File: config.mk
export PLATFORM = sky130hd
export DESIGN_NAME = game_ctrl
export DESIGN_NICKNAME = d
export VERILOG_FILES = /design/src/rtl/pong_pkg.sv /design/src/rtl/game_ctrl_btn_sync.sv /design/src/rtl/game_ctrl.sv
export SDC_FILE = /design/constraint.sdc
export NUM_CORES = 1
export LEC_CHECK = 0
export BUFFER_PORTS_ARGS = -buffer_cell sky130_fd_sc_hd__buf_2
export CAP_MARGIN = 5
export CORE_UTILIZATION = 40
export CTS_BUF_LIST = sky130_fd_sc_hd__clkbuf_2 sky130_fd_sc_hd__clkbuf_4 sky130_fd_sc_hd__clkbuf_8
export CTS_CLUSTER_SIZE = 20
export DETAILED_ROUTE_END_ITERATION = 10
export HOLD_SLACK_MARGIN = 0.15
export RECOVER_POWER = 100
export SLEW_MARGIN = 20
export SYNTH_ARGS = -nofsm -noshare
export SYNTH_HDL_FRONTEND = slang
export SYNTH_SLANG_ARGS = --single-unit
File: constraint.sdc
create_clock -name pixel_clk -period 2.15 [get_ports pixel_clk]
set_input_delay 0.1075 -clock pixel_clk [delete_from_list [all_inputs] [get_ports pixel_clk]]
set_output_delay 0.1075 -clock pixel_clk [all_outputs]
set_load 0.1 [all_outputs]
File: src/rtl/pong_pkg.sv
// Shared types and constants for the ping-pong game control logic.
package pong_pkg;

    typedef enum logic [2:0] {
        IDLE     = 3'd0,
        SERVE    = 3'd1,
        PLAY     = 3'd2,
        POINT    = 3'd3,
        GAMEOVER = 3'd4
    } game_state_t;

    localparam logic [1:0] WIN_NONE = 2'b00;
    localparam logic [1:0] WIN_TOP  = 2'b01;
    localparam logic [1:0] WIN_BOT  = 2'b10;

endpackage

File: src/rtl/game_ctrl_btn_sync.sv
// Three-flop synchronizer for an asynchronous push button, followed by a
// rising-edge detector that emits a single-cycle pulse per press.
module btn_sync (
    input  logic clk,
    input  logic rst,
    input  logic btn_i,
    output logic pulse_o
);

    logic [2:0] sync_q, sync_d;
    logic       prev_q, prev_d;

    always_comb begin
        sync_d = {sync_q[1:0], btn_i};
        prev_d = sync_q[2];
    end

    always_ff @(posedge clk) begin
        if (rst) begin
            sync_q <= '0;
            prev_q <= 1'b0;
        end else begin
            sync_q <= sync_d;
            prev_q <= prev_d;
        end
    end

    assign pulse_o = sync_q[2] & ~prev_q;

endmodule

File: src/rtl/game_ctrl.sv
// Round/score sequencer for the ping-pong game: gates ball and paddles,
// counts points from miss events and declares a winner, stepping on fsync.
module game_ctrl
    import pong_pkg::*;
#(
    parameter int WIN_SCORE    = 7,
    parameter int SERVE_FRAMES = 120,
    parameter int POINT_FRAMES = 60,
    parameter int SCORE_W      = 4
) (
    input  logic               pixel_clk,
    input  logic               rst,
    input  logic               fsync,
    input  logic               start,
    input  logic               miss_top,
    input  logic               miss_bot,
    output logic               round_rst,
    output logic               play_en,
    output logic [SCORE_W-1:0] score_top,
    output logic [SCORE_W-1:0] score_bot,
    output logic [1:0]         winner,
    output logic [2:0]         state
);

    localparam int MAX_FRAMES = (SERVE_FRAMES > POINT_FRAMES) ? SERVE_FRAMES : POINT_FRAMES;
    localparam int CNT_W      = $clog2(MAX_FRAMES + 1);

    localparam logic [CNT_W-1:0]   SERVE_LAST = CNT_W'(SERVE_FRAMES - 1);
    localparam logic [CNT_W-1:0]   POINT_LAST = CNT_W'(POINT_FRAMES - 1);
    localparam logic [SCORE_W-1:0] WIN_VAL    = SCORE_W'(WIN_SCORE);

    if (WIN_SCORE < 1 || WIN_SCORE >= (1 << SCORE_W)) begin : g_bad_win_score
        $error("game_ctrl: WIN_SCORE does not fit in SCORE_W bits");
    end
    if (SERVE_FRAMES < 1 || POINT_FRAMES < 1) begin : g_bad_frames
        $error("game_ctrl: SERVE_FRAMES and POINT_FRAMES must be at least 1");
    end

    logic start_pulse;

    btn_sync u_start_sync (
        .clk     (pixel_clk),
        .rst     (rst),
        .btn_i   (start),
        .pulse_o (start_pulse)
    );

    game_state_t        state_q, state_d;
    logic [CNT_W-1:0]   cnt_q, cnt_d;
    logic [SCORE_W-1:0] score_top_q, score_top_d;
    logic [SCORE_W-1:0] score_bot_q, score_bot_d;
    logic [1:0]         winner_q, winner_d;
    logic               round_rst_q, round_rst_d;
    logic               play_en_q, play_en_d;
    logic               start_pend_q, start_pend_d;
    logic               mtop_pend_q, mtop_pend_d;
    logic               mbot_pend_q, mbot_pend_d;

    // Events arriving on the fsync cycle itself are folded in rather than lost.
    logic start_evt, mtop_evt, mbot_evt;

    always_comb begin
        start_evt = start_pend_q | start_pulse;
        mtop_evt  = mtop_pend_q | (miss_top && state_q == PLAY);
        mbot_evt  = mbot_pend_q | (miss_bot && state_q == PLAY);

        state_d      = state_q;
        cnt_d        = cnt_q;
        score_top_d  = score_top_q;
        score_bot_d  = score_bot_q;
        winner_d     = winner_q;
        start_pend_d = start_evt;
        mtop_pend_d  = mtop_evt;
        mbot_pend_d  = mbot_evt;

        if (fsync) begin
            start_pend_d = 1'b0;
            mtop_pend_d  = 1'b0;
            mbot_pend_d  = 1'b0;

            case (state_q)
                IDLE, GAMEOVER: begin
                    if (start_evt) begin
                        score_top_d = '0;
                        score_bot_d = '0;
                        winner_d    = WIN_NONE;
                        cnt_d       = '0;
                        state_d     = SERVE;
                    end
                end
                SERVE: begin
                    if (cnt_q == SERVE_LAST) begin
                        cnt_d   = '0;
                        state_d = PLAY;
                    end else begin
                        cnt_d = cnt_q + 1'b1;
                    end
                end
                PLAY: begin
                    if (mtop_evt || mbot_evt) begin
                        cnt_d   = '0;
                        state_d = POINT;
                    end
                    // A simultaneous miss on both edges is a let: nobody scores.
                    if (mtop_evt && !mbot_evt) begin
                        score_bot_d = score_bot_q + 1'b1;
                        if (score_bot_d == WIN_VAL) begin
                            winner_d = WIN_BOT;
                            state_d  = GAMEOVER;
                        end
                    end else if (mbot_evt && !mtop_evt) begin
                        score_top_d = score_top_q + 1'b1;
                        if (score_top_d == WIN_VAL) begin
                            winner_d = WIN_TOP;
                            state_d  = GAMEOVER;
                        end
                    end
                end
                POINT: begin
                    if (cnt_q == POINT_LAST) begin
                        cnt_d   = '0;
                        state_d = SERVE;
                    end else begin
                        cnt_d = cnt_q + 1'b1;
                    end
                end
                default: begin
                    cnt_d   = '0;
                    state_d = IDLE;
                end
            endcase
        end

        round_rst_d = (state_d == IDLE) || (state_d == SERVE);
        play_en_d   = (state_d == PLAY);
    end

    always_ff @(posedge pixel_clk) begin
        if (rst) begin
            state_q      <= IDLE;
            cnt_q        <= '0;
            score_top_q  <= '0;
            score_bot_q  <= '0;
            winner_q     <= WIN_NONE;
            round_rst_q  <= 1'b1;
            play_en_q    <= 1'b0;
            start_pend_q <= 1'b0;
            mtop_pend_q  <= 1'b0;
            mbot_pend_q  <= 1'b0;
        end else begin
            state_q      <= state_d;
            cnt_q        <= cnt_d;
            score_top_q  <= score_top_d;
            score_bot_q  <= score_bot_d;
            winner_q     <= winner_d;
            round_rst_q  <= round_rst_d;
            play_en_q    <= play_en_d;
            start_pend_q <= start_pend_d;
            mtop_pend_q  <= mtop_pend_d;
            mbot_pend_q  <= mbot_pend_d;
        end
    end

    assign round_rst = round_rst_q;
    assign play_en   = play_en_q;
    assign score_top = score_top_q;
    assign score_bot = score_bot_q;
    assign winner    = winner_q;
    assign state     = state_q;

endmodule

After elaboration in Yosys (flattened, before gate mapping)
Cells that the tools add are included.
W data, S select, Z words.
{ "totals": {"register_bits": 29, "in_bits": 6, "output_inout_bits": 15, "elab_cells": 82} }
{ "classes": {"add_sub_neg": 3, "eq_ne": 18, "mux": 27, "bitwise": 5, "n_reduce_logical": 17} }
{ "ops": {"columns": ["operator", "count"], "rows": [
  ["$mux W7", 4],
  ["$pmux W7 S4", 1],
  ["$mux W3", 9],
  ["$mux W4", 4],
  ["$pmux W4 S2", 2],
  ["$pmux W3 S4", 1],
  ["$mux W2", 5],
  ["$eq A3 B2 Y1 const B", 3],
  ["$add A4 B1 Y4 const B", 2],
  ["$eq A4 B3 Y1 const B", 2],
  ["$add A7 B1 Y7 const B", 1],
  ["$eq A7 B6 Y1 const B", 1],
  ["$eq A7 B7 Y1 const B", 1],
  ["$eq A3 B1 Y1 const B", 2],
  ["$logic_not A3 Y1", 2],
  ["$ne A2 B1 Y1 const B", 3],
  ["$ne A3 B1 Y1 const B", 2],
  ["$reduce_and A6 Y1", 1],
  ["$reduce_and A5 Y1", 1],
  ["$logic_and A1 B1 Y1", 4],
  ["$ne A2 B2 Y1 const B", 2],
  ["$pmux W2 S2", 1],
  ["$reduce_and A4 Y1", 1],
  ["$reduce_or A2 Y1", 2],
  ["other kinds (9)", 13]
]} }

Logic depth before layout (Yosys ltp)
Gate-level depths: netlist of the first run.
{ "logic_depth": {"word_depth": 12, "ltp_mapped": 7, "mapped_depth_nobuf": 7} }

Hierarchy
From an unflattened synthesis of the first run, not the netlist that was laid out.
{ "hier_totals": {"cells_unflattened": 176, "hier_area_um2": 1506.4} }
{ "by_module_without_submodules": {"columns": ["mod", "n_inst", "cells_each", "area_per_inst_um2", "seq_area_each_um2"], "rows": [
  ["game_ctrl", 1, 167, 1395.1, 500.5],
  ["btn_sync", 1, 9, 111.4, 80.1]
]} }

Least setup slack after synthesis of the first run
No wires, ideal clock.
{ "synth_timing": {"kind": "reg-to-reg", "startpoint": "reg score_top_q[1] (netlist: score_top[1])", "endpoint": "reg state_q[0] (netlist: state[0])", "setup_time_ps": 128, "t_arrival_ps": 2493, "required_time_ps": 2022, "path_slack_ps": -471, "path_stages_with_launch": 7, "path_buffers": 0, "synth_period_minus_slack_ps": 2621, "cell_sequence": "dfxtp_1 -> ha_1 -> or3b_2 -> o41ai_1 -> a21oi_1 -> o221a_2 -> nor2b_1"} }
{ "synth_between": {"elab_chain_cells": 7} }
{ "synth_lines": {"columns": ["element", "line_no", "text"], "rows": [
  ["from (decl)", "game_ctrl.sv:50", "logic [SCORE_W-1:0] score_top_q, score_top_d;"],
  ["from (signal assigned)", "game_ctrl.sv:153", "score_top_q <= score_top_d;"],
  ["$add A4 B1 Y4", "game_ctrl.sv:112", "score_top_d = score_top_q + 1'b1;"],
  ["$eq A4 B3 Y1", "game_ctrl.sv:113", "if (score_top_d == WIN_VAL) begin"],
  ["$mux W3", "game_ctrl.sv:113", null],
  ["$mux W3", "game_ctrl.sv:111", "end else if (mbot_evt && !mtop_evt) begin"],
  ["$mux W3", "game_ctrl.sv:105", "if (mtop_evt && !mbot_evt) begin"],
  ["$pmux W3 S4", "game_ctrl.sv:81", "case (state_q)"],
  ["$mux W3", "game_ctrl.sv:76", "if (fsync) begin"],
  ["to (signal assigned)", "game_ctrl.sv:151", "state_q <= state_d;"],
  ["to (decl)", "game_ctrl.sv:48", "game_state_t state_q, state_d;"]
]} }
No other way between the ends.
A chain may end at the register's enable or synchronous reset.

Worst setup path in the final report of the first run
{ "layout_timing": {"startpoint": "reg state_q[0] (netlist: state[0])", "endpoint": "reg score_bot_q[3] (netlist: score_bot[3])"} }
{ "layout_between": {"elab_chain_cells": 7, "elab_cells_between_ends": 15, "cone_classes": "eq/ne: 4; mux: 1; bitwise: 2; reduce/logical: 8"} }
{ "layout_lines": {"columns": ["element", "line_no", "text"], "rows": [
  ["$eq A3 B2 Y1", "game_ctrl.sv:64, game_ctrl.sv:65, game_ctrl.sv:81", null],
  ["$logic_and A1 B1 Y1", "game_ctrl.sv:65", "mbot_evt = mbot_pend_q | (miss_bot && state_q == PLAY);"],
  ["$or A1 B1 Y1", "game_ctrl.sv:65", null],
  ["$logic_not A1 Y1", "game_ctrl.sv:105", null],
  ["$logic_and A1 B1 Y1", "game_ctrl.sv:105", null],
  ["$ne A2 B1 Y1 (no line)", null, null],
  ["$reduce_and A4 Y1 (no line)", null, null],
  ["to (signal assigned)", "game_ctrl.sv:154", "score_bot_q <= score_bot_d;"],
  ["to (decl)", "game_ctrl.sv:51", "logic [SCORE_W-1:0] score_bot_q, score_bot_d;"]
]} }
Several ways; a longest one is shown, not always the timed one.

==> results of run 1 <==
[timing repair]
item	CTS	global route
hold buffers	1	0
gates resized for setup	0	2
hold endpoints to repair	1	0
setup endpoints to repair	0	8
setup buffers	0	0
[logic make-up (layout without fill, tap and decap cells)]
| logic type | Yosys count | after routing | share of synthesized area (%) |
|---|---|---|---|
| mux | 3 | 3 | 1.80 |
| simple gates | 81 | 81 | 30.5 |
| flops | 29 | 29 | 34.9 |
| compound gates | 47 | 47 | 22.4 |
| buf+inv | 16 | 43 | 4.59 |
| fa+ha+maj | 5 | 5 | 3.76 |
| xor+xnor | 4 | 4 | 2.11 |
[worst max-delay path, delay by kind of cell, from the launching register on]
family,cells,cell delay (ns)
AO/OA/AOI/OAI,4,1.10
flip-flops,1,0.41
AND/OR/NAND/NOR,1,0.39
[per-layer routing]
metal  GRT usage, %  up-vias  share of wire [%]
met5              0        -                  0
met4           8.24        0                1.6
met3           5.65        6                3.3
met2           33.5       30                 50
met1           21.7      699                 45
li1               -      747                  -
[metrics by stage]
step                setup WS, ns  std cells  total power [mW]
floorplan                 0.0151        185             0.606
global placement           0.134        253             0.626
detailed placement        0.0797        253             0.628
CTS                       0.0767        262              1.07
global route              0.0297        262              1.11
finish                     0.141        262              1.05
[sequential cells by signal, indices dropped and copies added (netlist names), 2 cells and up]
name,flops
cnt_q,7
score_bot,4
score_top,4
state,3
u_start_sync.sync_q,3
winner,2
[placed cells by master (no fill, tap or decap), drive strengths merged, types with 2 or more instances in the layout]
cell	Yosys	final
nand4bb	2	2
nor4	5	5
mux2i	3	3
o31ai	2	2
inv	10	10
o211ai	3	3
dfxtp	29	29
clkbuf	2	21
nor3	10	10
nor2	20	20
nor3b	3	3
xnor2	4	4
or2	2	2
nand4b	2	2
a21boi	2	2
o21bai	2	2
o21ai	4	4
nand3	5	5
or3b	2	2
and3b	2	2
nand2	7	7
and4	2	2
a22oi	2	2
buf	4	9
nor2b	7	7
o41ai	3	3
a211oi	5	5
nand4	2	2
ha	5	5
nand3b	2	2
o221ai	2	2
a21o	2	2
a21oi	12	12
nand2b	2	2
clkinv	0	2
[worst min-delay path by stage]
stage          start                     end  slack (ns)
4_1_cts        fsync             mtop_pend_q        0.18
5_1_grt        fsync             mtop_pend_q        0.18
6_report       fsync             mtop_pend_q        0.17
2_1_floorplan    rst  u_start_sync.sync_q[0]        0.18
3_3_place_gp   start  u_start_sync.sync_q[0]        0.32
3_5_place_dp   start  u_start_sync.sync_q[0]        0.32
[final cells by class]
| class | instances | share of cell area (%) |
|---|---|---|
| clock buffer | 6 | 4.00 |
| clock inverter | 2 | 0.525 |
| inverter | 10 | 1.97 |
| multi-input combinational | 140 | 52.5 |
| sequential | 29 | 31.3 |
| tap | 50 | 3.28 |
| timing repair buffer | 25 | 6.43 |
[where the power goes]
group,switching (mW),internal [mW],total [mW]
sequential,0.00397,0.539,0.543
clock,0.196,0.236,0.432
combinational,0.0467,0.0263,0.0730
==> metrics.yaml, run 1 <==
outcome:
  status: "completed"
sta:
  fin_crit_ns: 2.01
  finClkSkew_ns: 0.00905
  worst_slew_pin_slew_ns: 1.17
  hold_violations: 0
  drv_slew: 0
  fmax_mhz: 498
  setup_viol: 0
  final.setup.tns_ns: 0
  fin_crit_sh_pct: 93.5
  hold_ws_ns: 0.168
  slew-limit-headroom_pct: 22.4
  rsz0062_at_grt: "no"
setup_path:
  rrSetupSlack_ns: 0.14
  rr_worst_depth: 5
  crit-reg2reg-launch: "state[0]"
  path_cells: "or2_2 -> o311ai_2 -> o21bai_1 -> a21oi_1 -> a211oi_1"
  arrival_ns: 2.20
  slowest_stage: "o311ai_2"
  cp-start-kind: "flip-flop"
  reg2reg_to: "score_bot[3]"
  startpoint: "state[0]"
  critPathRequiredTime_ns: 2.34
  setup.worst_path.end: "score_bot[3]"
  endpoint_kind: "flip-flop"
  max_stage_delay_ns: 0.54
  criticalPathCategory: "reg -> reg"
  crit_path_max_fanout: 10
synth:
  ys_seq_area_share_pct: 34.9
  synthTopCellsByArea: "dfxtp_1 35%, nor2_1 4.5%, ha_1 3.8%"
  synthTopCellsByCount: "29 x dfxtp_1, 20 x nor2_1, 12 x a21oi_1, 10 x inv_1, 10 x nor3_1"
  synth.most_common_cell: "dfxtp_1"
  ys_types: 58
  synth_top_cell_by_area: "dfxtp_1"
  ys.flop_type: "dfxtp_1"
  synth_top_area_share_pct: 34.9
  syn_nets: 196
  ys_ff_latch: 29
  avgSynthCellArea_um2: 9.00
  async_flop_share_pct: 0
  synth_edf_count: 0
  synth_area_um2: 1660
  syn_inst: 185
  ys.warnings.count: 0
die:
  core_area_um2: 4000
  rows: 23
  die_x_um: 66.5
  dieArea_um2: 4420
  io_pins: 21
  die_h_um: 66.5
  start_util_pct: 41.6
pwr:
  p_leak_nw: 0.685
  ir_drop_mv: 0.271
  power_per_cell_area_nw_per_um2: 549
route:
  viasPerCell: 5.66
  vias: 1482
  drtIter0Drc: 73
  drc: 0
  drt_first_pass_iters: 4
  ant_nets: 0
  wl_per_cell_um: 14.6
  wirelength_mm: 3.82
global_route:
  grt_pass1_wl_mm: 6.35
  grt_pass1_vias: 1417
  grt_overflow: 0
  antenna_found_initial: 0
  track_usage_pct: 19.3
  grt_max_degree: 26
cells_and_area:
  multi_input_area_um2: 1000
  drive_above_1_share_pct: 20.3
  n_fill_cell: 388
  antennaDiodeCount: 0
  nets: 222
  fin_util_pct: 47.7
  design_area_um2: 1910
  syn_to_final_growth_pct: 14.7
  register_area_um2: 597
placed_design:
  gp_congestion: 0.794
  placed_cell_area_um2: 1840
  dp_hpwl_mm: 2.79
  portBuffers: 20
clocking:
  clk_latency_ns: 0.28
  numCtsBuffers: 5
  cts.sinks: 29
  clock_path_buffers: 2
  clk_pin_slew_ns: 0.07
  htreeDepth: 2
  cts_tree: "built"
  cts_root_buffer: "clkbuf_8"
worst_hold_path:
  hold_path.class: "in -> reg"
  holdPathStages: 2
job:
  drv_cap: 0
(Power assumes the default switching activity.)
==> inputs of run 2 (changes only) <==
--- a/config.mk
+++ b/config.mk
@@ -5,6 +5,7 @@
 export SDC_FILE = /design/constraint.sdc
 export NUM_CORES = 1
 export LEC_CHECK = 0
+export ABC_AREA = 1
 export BUFFER_PORTS_ARGS = -buffer_cell sky130_fd_sc_hd__buf_2
 export CAP_MARGIN = 5
 export CORE_UTILIZATION = 40
==> run 2 against run 1 <==
Compared with the run above: sequential share of layout area up 0.59 points; routed wire length down 15%; synthesized cell count up 23%; via count down 4.9%; count of clock-buffer cells in the layout up 1; critical path type unchanged; largest cell class unchanged.
==> metrics.yaml, run 2 <==
setup_path:
  crit-reg2reg-launch: "state[0]"
  arrival_ns: 1.97
  cp-start-kind: "flip-flop"
  reg2reg_to: "score_top[1]"
  setup.worst_path.end: "score_top[1]"
  endpoint_kind: "flip-flop"
  rr_worst_depth: 9
  startpoint: "state[0]"
  critPathRequiredTime_ns: 2.31
  criticalPathCategory: "reg -> reg"
  rrSetupSlack_ns: 0.34
  crit_path_max_fanout: 8
sta:
  fmax_mhz: 551
  fin_crit_sh_pct: 84.4
  rsz0062_at_grt: "no"
  fin_crit_ns: 1.81
  setup_viol: 0
  drv_slew: 0
  hold_violations: 0
  slew-limit-headroom_pct: 22.3
  worst_slew_pin_slew_ns: 1.17
  hold_ws_ns: 0.212
  finClkSkew_ns: 0.0110
clocking:
  cts.sinks: 29
  clk_latency_ns: 0.28
  numCtsBuffers: 5
  cts_tree: "built"
  ctsResizeCount: 0
  cts_root_buffer: "clkbuf_8"
  clock_path_buffers: 2
  clk_pin_slew_ns: 0.07
  htreeDepth: 2
placed_design:
  portBuffers: 20
  dp_hpwl_mm: 2.41
  place_inst: 293
  gp_congestion: 0.791
synth:
  avgSynthCellArea_um2: 7.14
  synth_edf_count: 0
  async_flop_share_pct: 0
  syn_nets: 238
  synthTopCellsByArea: "dfxtp_1 36%, nand2_1 11%, inv_1 8.3%"
  ys_seq_area_share_pct: 35.8
  synthTopCellsByCount: "46 x nand2_1, 36 x inv_1, 29 x dfxtp_1, 25 x nor2_1, 14 x a21oi_1"
  ys_types: 29
  synth_area_um2: 1620
  synth.most_common_cell: "nand2_1"
  ys_ff_latch: 29
  ys.warnings.count: 0
  ys.flop_type: "dfxtp_1"
  synth_top_area_share_pct: 35.8
  synth_top_cell_by_area: "dfxtp_1"
  syn_inst: 227
route:
  wl_per_cell_um: 10.7
  viasPerCell: 4.65
  drtIter0Drc: 65
  drt_first_pass_iters: 4
  drc: 0
  vias: 1409
  wirelength_mm: 3.24
  ant_nets: 0
cells_and_area:
  largest_reg_flops: 7
  final_common_cell: "nand2_1"
  drive_above_1_share_pct: 16.1
  register_area_um2: 588
  regMostFlops: "cnt_q"
  antennaDiodeCount: 0
  stdcell_count: 303
  multi_input_area_um2: 820
  mostFrequentLayoutCells: "48 x nand2_1, 36 x inv_1, 29 x nor2_1"
  n_fill_cell: 399
  nets: 265
  syn_to_final_growth_pct: 13.8
worst_hold_path:
  hold_path.class: "in -> reg"
pwr:
  p_leak_nw: 0.823
  power_per_cell_area_nw_per_um2: 684
  ir_drop_mv: 0.718
global_route:
  grt_pass1_vias: 1369
  track_usage_pct: 17.9
  grt_pass1_wl_mm: 5.96
  grt_max_degree: 18
  antenna_found_initial: 0
  grt_overflow: 0
job:
  drv_cap: 0
die:
  start_util_pct: 43.0
  rows: 22
  die_h_um: 65.7
  die_x_um: 65.7
  core_area_um2: 3770
  io_pins: 21
  dieArea_um2: 4310
outcome:
  status: "completed"
## run 2: cell count changes after synthesis, moves of 7 or more
cell / change
nand2_1: +39
inv_1: +26
nand3_1: +8
nor3_1: -8
nand2_2: +7
nor2b_1: -7
## run 2: cells by family (layout without fill, tap and decap cells)
logic type | Yosys count | in the layout | share of synthesized area, %
AOI/OAI and AO/OA | 34 | 34 | 14.4
and+or+nand+nor | 113 | 113 | 34.6
DFF | 29 | 29 | 35.8
xor gates and xnor gates | 2 | 2 | 1.08
buffers and inverters | 44 | 72 | 10.2
adders and majority gates | 5 | 5 | 3.86
## run 2: power by group
| part | total (mW) | internal, mW | switching [mW] |
|---|---|---|---|
| registers | 0.554 | 0.547 | 0.00712 |
| clock network | 0.592 | 0.390 | 0.202 |
| logic | 0.116 | 0.0241 | 0.0920 |
| total | 1.26 | 0.961 | 0.302 |
## run 2: metrics by stage
step           area, um2  setup TNS (ns)  power (mW)  util (%)  worst slack [ns]
6_report            1850               0        1.26      48.9             0.336
5_1_grt             1850               0        1.32      48.9             0.109
4_1_cts             1920               0        1.29      51.0             0.423
3_5_place_dp        1780               0       0.685      47.2             0.438
3_3_place_gp        1780               0       0.685      47.2             0.501
2_1_floorplan       1630         -0.0125       0.662         -           -0.0125
## run 2: how the worst min path moves through the flow
stage / cells past startpoint / slack [ns] / to / start
3_3_place_gp: 3 / 0.31 / u_start_sync.sync_q[0] / start
2_1_floorplan: 2 / 0.21 / u_start_sync.sync_q[0] / start
3_5_place_dp: 3 / 0.32 / u_start_sync.sync_q[0] / start
5_1_grt: 2 / 0.23 / u_start_sync.sync_q[0] / rst
4_1_cts: 2 / 0.21 / u_start_sync.sync_q[2] / rst
6_report: 2 / 0.21 / u_start_sync.sync_q[2] / rst
## run 2: layer usage
metal	vias up	wire length (um)	track usage (%)
met2	17	1460	29.0
met5	-	0	0
met1	614	1630	23.3
met3	6	87	3.65
li1	772	-	-
met4	0	56	6.52
## run 2: worst max-delay path: stages (launching register included)
cell and delay, ns:
dfxtp_2 0.34, inv_1 0.15, nand3_4 0.18, nor2_1 0.13, nor2_1 0.12, nand2_4 0.09
inv_2 0.04, o21ai_1 0.36, inv_2 0.08, o211a_1 0.21
## run 2: final cells by class
type / instances / share of cell area (%)
sequential: 29 / 31.9
inverter: 42 / 8.54
tap: 48 / 3.25
timing repair buffer: 22 / 5.42
multi-input combinational: 154 / 44.4
clock buffer: 7 / 4.88
clock inverter: 1 / 1.63
## run 2: timing repair
item	4_1_cts	5_1_grt
hold endpoints to repair	2	0
setup buffers	0	0
hold buffers	2	0
